--- config.mk ---
export PLATFORM = sky130hd
export DESIGN_NAME = div_unit
export DESIGN_NICKNAME = d
export VERILOG_FILES = /design/src/rtl/div_unit.sv
export SDC_FILE = /design/constraint.sdc
export NUM_CORES = 1
export LEC_CHECK = 0
export BUFFER_PORTS_ARGS = -buffer_cell sky130_fd_sc_hd__buf_2
export CAP_MARGIN = 20
export CORE_MARGIN = 8
export CORE_UTILIZATION = 55
export CTS_CLUSTER_DIAMETER = 150
export DETAILED_ROUTE_END_ITERATION = 16
export GPL_TIMING_DRIVEN = 0
export PLACE_DENSITY = 0.88
export SLEW_MARGIN = 20
export SYNTH_ARGS = -nofsm -noshare
export SYNTH_HDL_FRONTEND = slang
export SYNTH_SLANG_ARGS = --single-unit
--- constraint.sdc ---
create_clock -name i_clk -period 3.3 [get_ports i_clk]
set_clock_uncertainty 0.05 [all_clocks]
set_input_delay 0.66 -clock i_clk [delete_from_list [all_inputs] [get_ports i_clk]]
set_output_delay 0.66 -clock i_clk [all_outputs]
set_load 0.01 [all_outputs]
--- src/rtl/div_unit.sv ---
// Iterative radix-2 restoring divider for RV32M DIV/DIVU/REM/REMU.
// Start/busy/done handshake; divide-by-zero and signed overflow take a one-cycle fast path.
//
// state | meaning
// IDLE  | waiting for i_start
// CALC  | XLEN shift-subtract iterations
// FIX   | sign correction and quotient/remainder select
// DONE  | o_done pulse, o_result valid; a new start may be accepted
module div_unit #(
    parameter int XLEN = 32
) (
    input  logic            i_clk,
    input  logic            i_rst,
    input  logic            i_start,
    input  logic [1:0]      i_op,
    input  logic [XLEN-1:0] i_a,
    input  logic [XLEN-1:0] i_b,
    output logic            o_busy,
    output logic            o_done,
    output logic [XLEN-1:0] o_result
);

    localparam int CW = $clog2(XLEN) + 1;

    typedef enum logic [1:0] {
        IDLE = 2'd0,
        CALC = 2'd1,
        FIX  = 2'd2,
        DONE = 2'd3
    } state_t;

    state_t state_q, state_d;

    logic [XLEN-1:0] rem_q;
    logic [XLEN-1:0] quot_q;
    logic [XLEN-1:0] b_mag_q;
    logic [CW-1:0]   cnt_q;
    logic            is_rem_q;
    logic            neg_quot_q;
    logic            neg_rem_q;
    logic [XLEN-1:0] result_q;

    logic            accept;
    logic            signed_op;
    logic            is_rem;
    logic            a_neg;
    logic            b_neg;
    logic [XLEN-1:0] a_mag;
    logic [XLEN-1:0] b_mag;
    logic            div_zero;
    logic            overflow;
    logic            fast;
    logic [XLEN-1:0] fast_result;

    logic [XLEN:0]   shifted;
    logic [XLEN+1:0] trial;
    logic            borrow;
    logic [XLEN-1:0] quot_fix;
    logic [XLEN-1:0] rem_fix;
    logic            cnt_zero;

    // Operand decode at the capture edge
    always_comb begin
        accept      = i_start && (state_q == IDLE || state_q == DONE);
        signed_op   = ~i_op[0];
        is_rem      = i_op[1];
        a_neg       = signed_op & i_a[XLEN-1];
        b_neg       = signed_op & i_b[XLEN-1];
        a_mag       = a_neg ? (~i_a + 1'b1) : i_a;
        b_mag       = b_neg ? (~i_b + 1'b1) : i_b;
        div_zero    = (i_b == '0);
        overflow    = signed_op && (i_a == {1'b1, {(XLEN-1){1'b0}}}) && (&i_b);
        fast        = div_zero || overflow;
        fast_result = '0;
        if (div_zero) begin
            fast_result = is_rem ? i_a : '1;
        end else if (overflow) begin
            fast_result = is_rem ? '0 : i_a;
        end
    end

    // Both top bits of the trial difference flag an out-of-range result:
    // bit XLEN+1 is the true borrow, bit XLEN can only be set alongside it.
    always_comb begin
        shifted  = {rem_q, quot_q[XLEN-1]};
        trial    = {1'b0, shifted} - {2'b00, b_mag_q};
        borrow   = trial[XLEN+1] | trial[XLEN];
        quot_fix = neg_quot_q ? (~quot_q + 1'b1) : quot_q;
        rem_fix  = neg_rem_q ? (~rem_q + 1'b1) : rem_q;
        cnt_zero = (cnt_q == '0);
    end

    always_ff @(posedge i_clk) begin
        if (i_rst) begin
            state_q <= IDLE;
        end else begin
            state_q <= state_d;
        end
    end

    always_comb begin
        state_d = state_q;
        o_busy  = 1'b0;
        o_done  = 1'b0;
        case (state_q)
            IDLE: begin
                if (accept) begin
                    state_d = fast ? DONE : CALC;
                end
            end
            CALC: begin
                o_busy = 1'b1;
                if (cnt_zero) begin
                    state_d = FIX;
                end
            end
            FIX: begin
                o_busy  = 1'b1;
                state_d = DONE;
            end
            DONE: begin
                o_done = 1'b1;
                if (accept) begin
                    state_d = fast ? DONE : CALC;
                end else begin
                    state_d = IDLE;
                end
            end
            default: state_d = IDLE;
        endcase
    end

    always_ff @(posedge i_clk) begin
        if (i_rst) begin
            rem_q      <= '0;
            quot_q     <= '0;
            b_mag_q    <= '0;
            cnt_q      <= '0;
            is_rem_q   <= 1'b0;
            neg_quot_q <= 1'b0;
            neg_rem_q  <= 1'b0;
            result_q   <= '0;
        end else if (accept) begin
            rem_q      <= '0;
            quot_q     <= a_mag;
            b_mag_q    <= b_mag;
            cnt_q      <= CW'(XLEN - 1);
            is_rem_q   <= is_rem;
            neg_quot_q <= a_neg ^ b_neg;
            neg_rem_q  <= a_neg;
            if (fast) begin
                result_q <= fast_result;
            end
        end else if (state_q == CALC) begin
            rem_q  <= borrow ? shifted[XLEN-1:0] : trial[XLEN-1:0];
            quot_q <= {quot_q[XLEN-2:0], ~borrow};
            cnt_q  <= cnt_q - 1'b1;
        end else if (state_q == FIX) begin
            result_q <= is_rem_q ? rem_fix : quot_fix;
        end
    end

    assign o_result = result_q;

endmodule

Word-level counts from Yosys, hierarchy flattened
Cells that the tools add are included. W data, S select, Z words.

Register bits: 139. Input bits: 69. Output and inout bits: 34. Logic and storage cells: 74.

$add $sub $neg: 6. Equal/unequal tests: 8. Muxes and demuxes: 25. Bitwise gates (word level): 10. Reductions and logical operators: 15.

Operator list (count): $mux W32 (16); $add A32 B1 Y32 const B (4); $not A32 Y32 (4); $sub A33 B32 Y34 (1); $eq A32 B32 Y1 const B (1); $logic_not A32 Y1 (1); $reduce_and A32 Y1 (1); $mux W5 (2); $mux W2 (4); $pmux W2 S4 (1); $logic_not A6 Y1 (1); $ne A2 B2 Y1 const B (3); $sub A6 B1 Y6 const B (1); $eq A2 B2 Y1 const B (2); $reduce_bool A2 Y1 (2); $reduce_or A2 Y1 (2); $logic_and A1 B1 Y1 (3); $reduce_and A3 Y1 (1); $and A1 B1 Y1 (2); $eq A2 B1 Y1 const B (1); $logic_not A2 Y1 (1); $logic_or A1 B1 Y1 (2); $mux W1 (2); $ne A2 B1 Y1 const B (1); other kinds (4) (5).

Longest topological paths before layout
Word-level depth: 7. Gate-level depth with buffers: 15. Mapped depth without buffers: 13.

Least setup slack after synthesis
No wires, ideal clock.

Path kind: input port to flip-flop. Start point: input i_a[0]. End point: register result_q[10] (netlist: o_result[10]). Library setup time: 89 ps. Arrival time: 3184 ps. Required time: 3161 ps. Setup slack: -23 ps. Cell stages on the path: 10. Path buffers: 1. Cell sequence: inv_1 ha_1 or4b_2 nor3_1 nand2_1 or4_1 a21oi_1 clkbuf_1 o21ai_0 a311oi_2.

Word-level cells in the longest chain between the ends: 7. Elaborated cells on any way between the ends: 10. Classes of those cells: eq/ne: 2; mux: 4; reduce/logical: 4.

RTL lines: start, declared (line 16) `input logic [XLEN-1:0] i_a,`; $eq A32 B32 Y1 * (line 72) `overflow = signed_op && (i_a == {1'b1, {(XLEN-1){1'b0}}}) && (&i_b);`; $logic_and A1 B1 Y1 * (2 in series) (line 72); $mux W32 (line 77) `end else if (overflow) begin`; $mux W32 (line 75) `if (div_zero) begin`; $mux W32 (line 151) `if (fast) begin`; $mux W32 (line 143) `end else if (accept) begin`; end signal, assigned (line 152) `result_q <= fast_result;`; end signal, assigned (line 159) `result_q <= is_rem_q ? rem_fix : quot_fix;`; end, declared (line 41) `logic [XLEN-1:0] result_q;`.

Mark *: on every way between the ends. The rest lies on a longest branch, timed or not. The select of a mux whose other input is x is not followed. A chain may end at the register's enable or synchronous reset.

Final worst setup path
Start point: input i_a[0]. End point: register result_q[0] (netlist: o_result[0]).

Word-level cells in the longest chain between the ends: 7. Elaborated cells on any way between the ends: 12. Classes of those cells: eq/ne: 2; mux: 6; reduce/logical: 4.

RTL lines (line): $eq A32 B32 Y1 (72); $logic_and A1 B1 Y1 (2 in series) (72); $mux W32 (77); $mux W32 (75); $mux W32 (151); $mux W32 (143).

Parallel ways exist; a longest one is shown, timed or not. The select of a mux whose other input is x is not followed.

==> impl_metrics.ini <==
[route]
drcViolationCount = 0
final_antenna_net_count = 0
vias = 11700
vias_per_cell = 6.39
first_iter_violations = 1073
dr.pass1.iters = 6
drt-wirelength-per-cell_um = 20.2
totalWireLength_um = 37100

[worst_setup_path]
start_kind = input port
worst-endpoint-arrival_ps = 3550
required_ps = 3610
endpoint_kind = flop
crit_type = in2reg
crit_fanout = 5
r2r_cells = 15

[sta]
max_freq_mhz = 309
hold_viol = 0
fin_crit_ps = 3240
setup-violations-final = 0
finalHoldWorstSlack_ps = 410
tightest_slew_ps = 936
tns_ps = 0
relSlewSlack_pct = 37.6
finalCritPeriodShare_pct = 98.1
report.final.slew_viol_count = 0

[layout]
final_common_cell = nand2_1
register_area_um2 = 2790
drive_above_1_share_pct = 14.6
area_delta_synth_final_pct = 16.1
antenna-diode-count = 0
n_fill_cell = 1691
final_cell_mix = nand2_1 (139), nor2_1 (136), dfxtp_1 (136)
fin_nets = 1670
multi_input_area_um2 = 7600

[place]
gp_congestion = 0.993
numPortBuffers = 101
place.detailed.hpwl_um = 28200

[floorplan]
die_y_um = 156
rows = 51
dieWidth_um = 156
dieArea_um2 = 24300
core_area_um2 = 19300
io_pins = 103
initial_utilization_pct = 55.7

[flow_run]
maxCapViolations = 0

[global_routing]
grt_pass1_wl_um = 58400
grt_util_met1_pct = 36.5
grt_usage_pct = 30.0
use_met2_pct = 49.5
grt_max_degree = 17
grt_pass1_vias = 11300
grt_overflow_total = 0
grt-busiest-layer = met2
antenna_found_initial = 0
met3_usage_pct = 6.04

[clocking]
cts_root_buffer = clkbuf_16
clk_pin_slew_ps = 70
cts-buffers-inserted = 17
cts_buffer_depth = 2
clock_latency_ps = 440
cts.htree.levels = 4
tritoncts = done
holdBufCountCts = 0
clock_sinks = 139

[synth]
synth_edf_count = 0
ys_seq_area_share_pct = 25.8
yosys.area.top_type_share_pct = 25.8
synthCells = 1434
syn_area_um2 = 10800
synth_area_leader_cell = dfxtp_1
synth.distinct_cells = 66
async_reset_ff_share_pct = 0
ys_ff_latch = 139
ys_warn_count = 0
syn_nets = 1546
synth_area_leaders = dfxtp_1 (26%), xnor2_1 (6.6%), o21ai_0 (6.0%)
avgSynthCellArea_um2 = 7.52
synth-main-ff-cell = dfxtp_1

[min_path]
holdPathStages = 2
hp-class = reg2reg

[power_and_ir_drop]
leakage_nw = 4.60
powerDensity_nw_per_um2 = 913
totalPowerFinal_mw = 11.4
vdd_drop_max_mv = 0.513

[outcome]
outcome = completed
## path summary, 6_finish.rpt
kind,start,endpoint,slack (ps)
max reg2reg,quot_q[31],rem_q[24],90
min reg2reg,b_mag_q[22],b_mag_q[22],410
min,b_mag_q[22],b_mag_q[22],410
max,i_a[0],o_result[0],60
## cell type report
class                      count  area share [%]
multi-input combinational   1144            60.7
sequential                   139            22.3
inverter                      53            1.59
buffer                        92            3.30
tap                          265            2.65
clock buffer                  18            3.43
timing repair buffer         111            4.74
clock inverter                14            1.35
## cell usage after synthesis, drive strengths merged (3+ instances only)
library cell  number
buf               18
or2                5
o211ai            25
ha                42
and2               7
o22ai              4
a311oi            26
nor4              13
nor2             140
nand2            141
a21o              12
nor3              35
o41ai             18
and3               4
mux2i             26
o21ai            130
nor2b             19
o31ai             32
nand2b            10
dfxtp            139
nor3b              3
clkbuf            80
a31oi             34
xnor2             81
o21bai             5
o21a               7
xor2              66
a21oi             80
or3               16
a22oi              3
o31a               3
a211oi            70
nand3             26
nand4             23
inv               52
or4               17
## through the flow
step | utilization, % | setup slack, ps | std cells | area, µm²
finish | 64.8 | 64.3 | 1836 | 12500
global route | 64.8 | -6.89 | 1836 | 12500
CTS | 64.0 | -6.92 | 1834 | 12400
detailed placement | 60.1 | -1270 | 1800 | 11600
global placement | 60.1 | -1250 | 1800 | 11600
floorplan | - | -22.8 | 1434 | 10800
## critical path, cell delays in order
cell	delay (ps)
buf_2	130
inv_2	100
ha_2	200
or4b_4	500
nor3_4	270
nand2_2	170
or4_4	540
a21oi_4	280
buf_6	170
o21ai_1	90
o21ai_1	190
nor2_1	80
nor3_1	150
## what timing repair did
item                       in CTS  in global routing
pin swaps                       5                  7
setup endpoints to repair      66                 69
resized for setup              32                 35
setup buffers                   5                  5
## power breakdown
group	switching, mW	internal [mW]	total, mW
combinational	4.14	2.54	6.67
sequential	0.577	2.18	2.76
clock	0.812	1.19	2.00
## flip-flops by register name (all words and copies together) (netlist names)
register / cells
b_mag_q: 32
cnt_q: 6
is_rem_q: 1
neg_quot_q: 1
neg_rem_q: 1
o_result: 32
quot_q: 32
rem_q: 32
state_q: 2
## cells by family after synthesis
kind of cell / synth area share, %
XOR/XNOR: 11.9
AO/OA/AOI/OAI: 29.0
multiplexers: 2.41
AND/OR/NAND/NOR: 20.2
adder cells (fa/ha/maj): 5.06
flip-flops: 25.8
buffers and inverters: 5.61
## per-layer routing
metal  wire [µm]  vias to the layer above
met3        3580                      122
met1       14900                     5471
met2       17000                      659
met5           0                        -
met4        1660                        0
li1            -                     5486
Note: power is estimated with default switching activity, not from simulation.
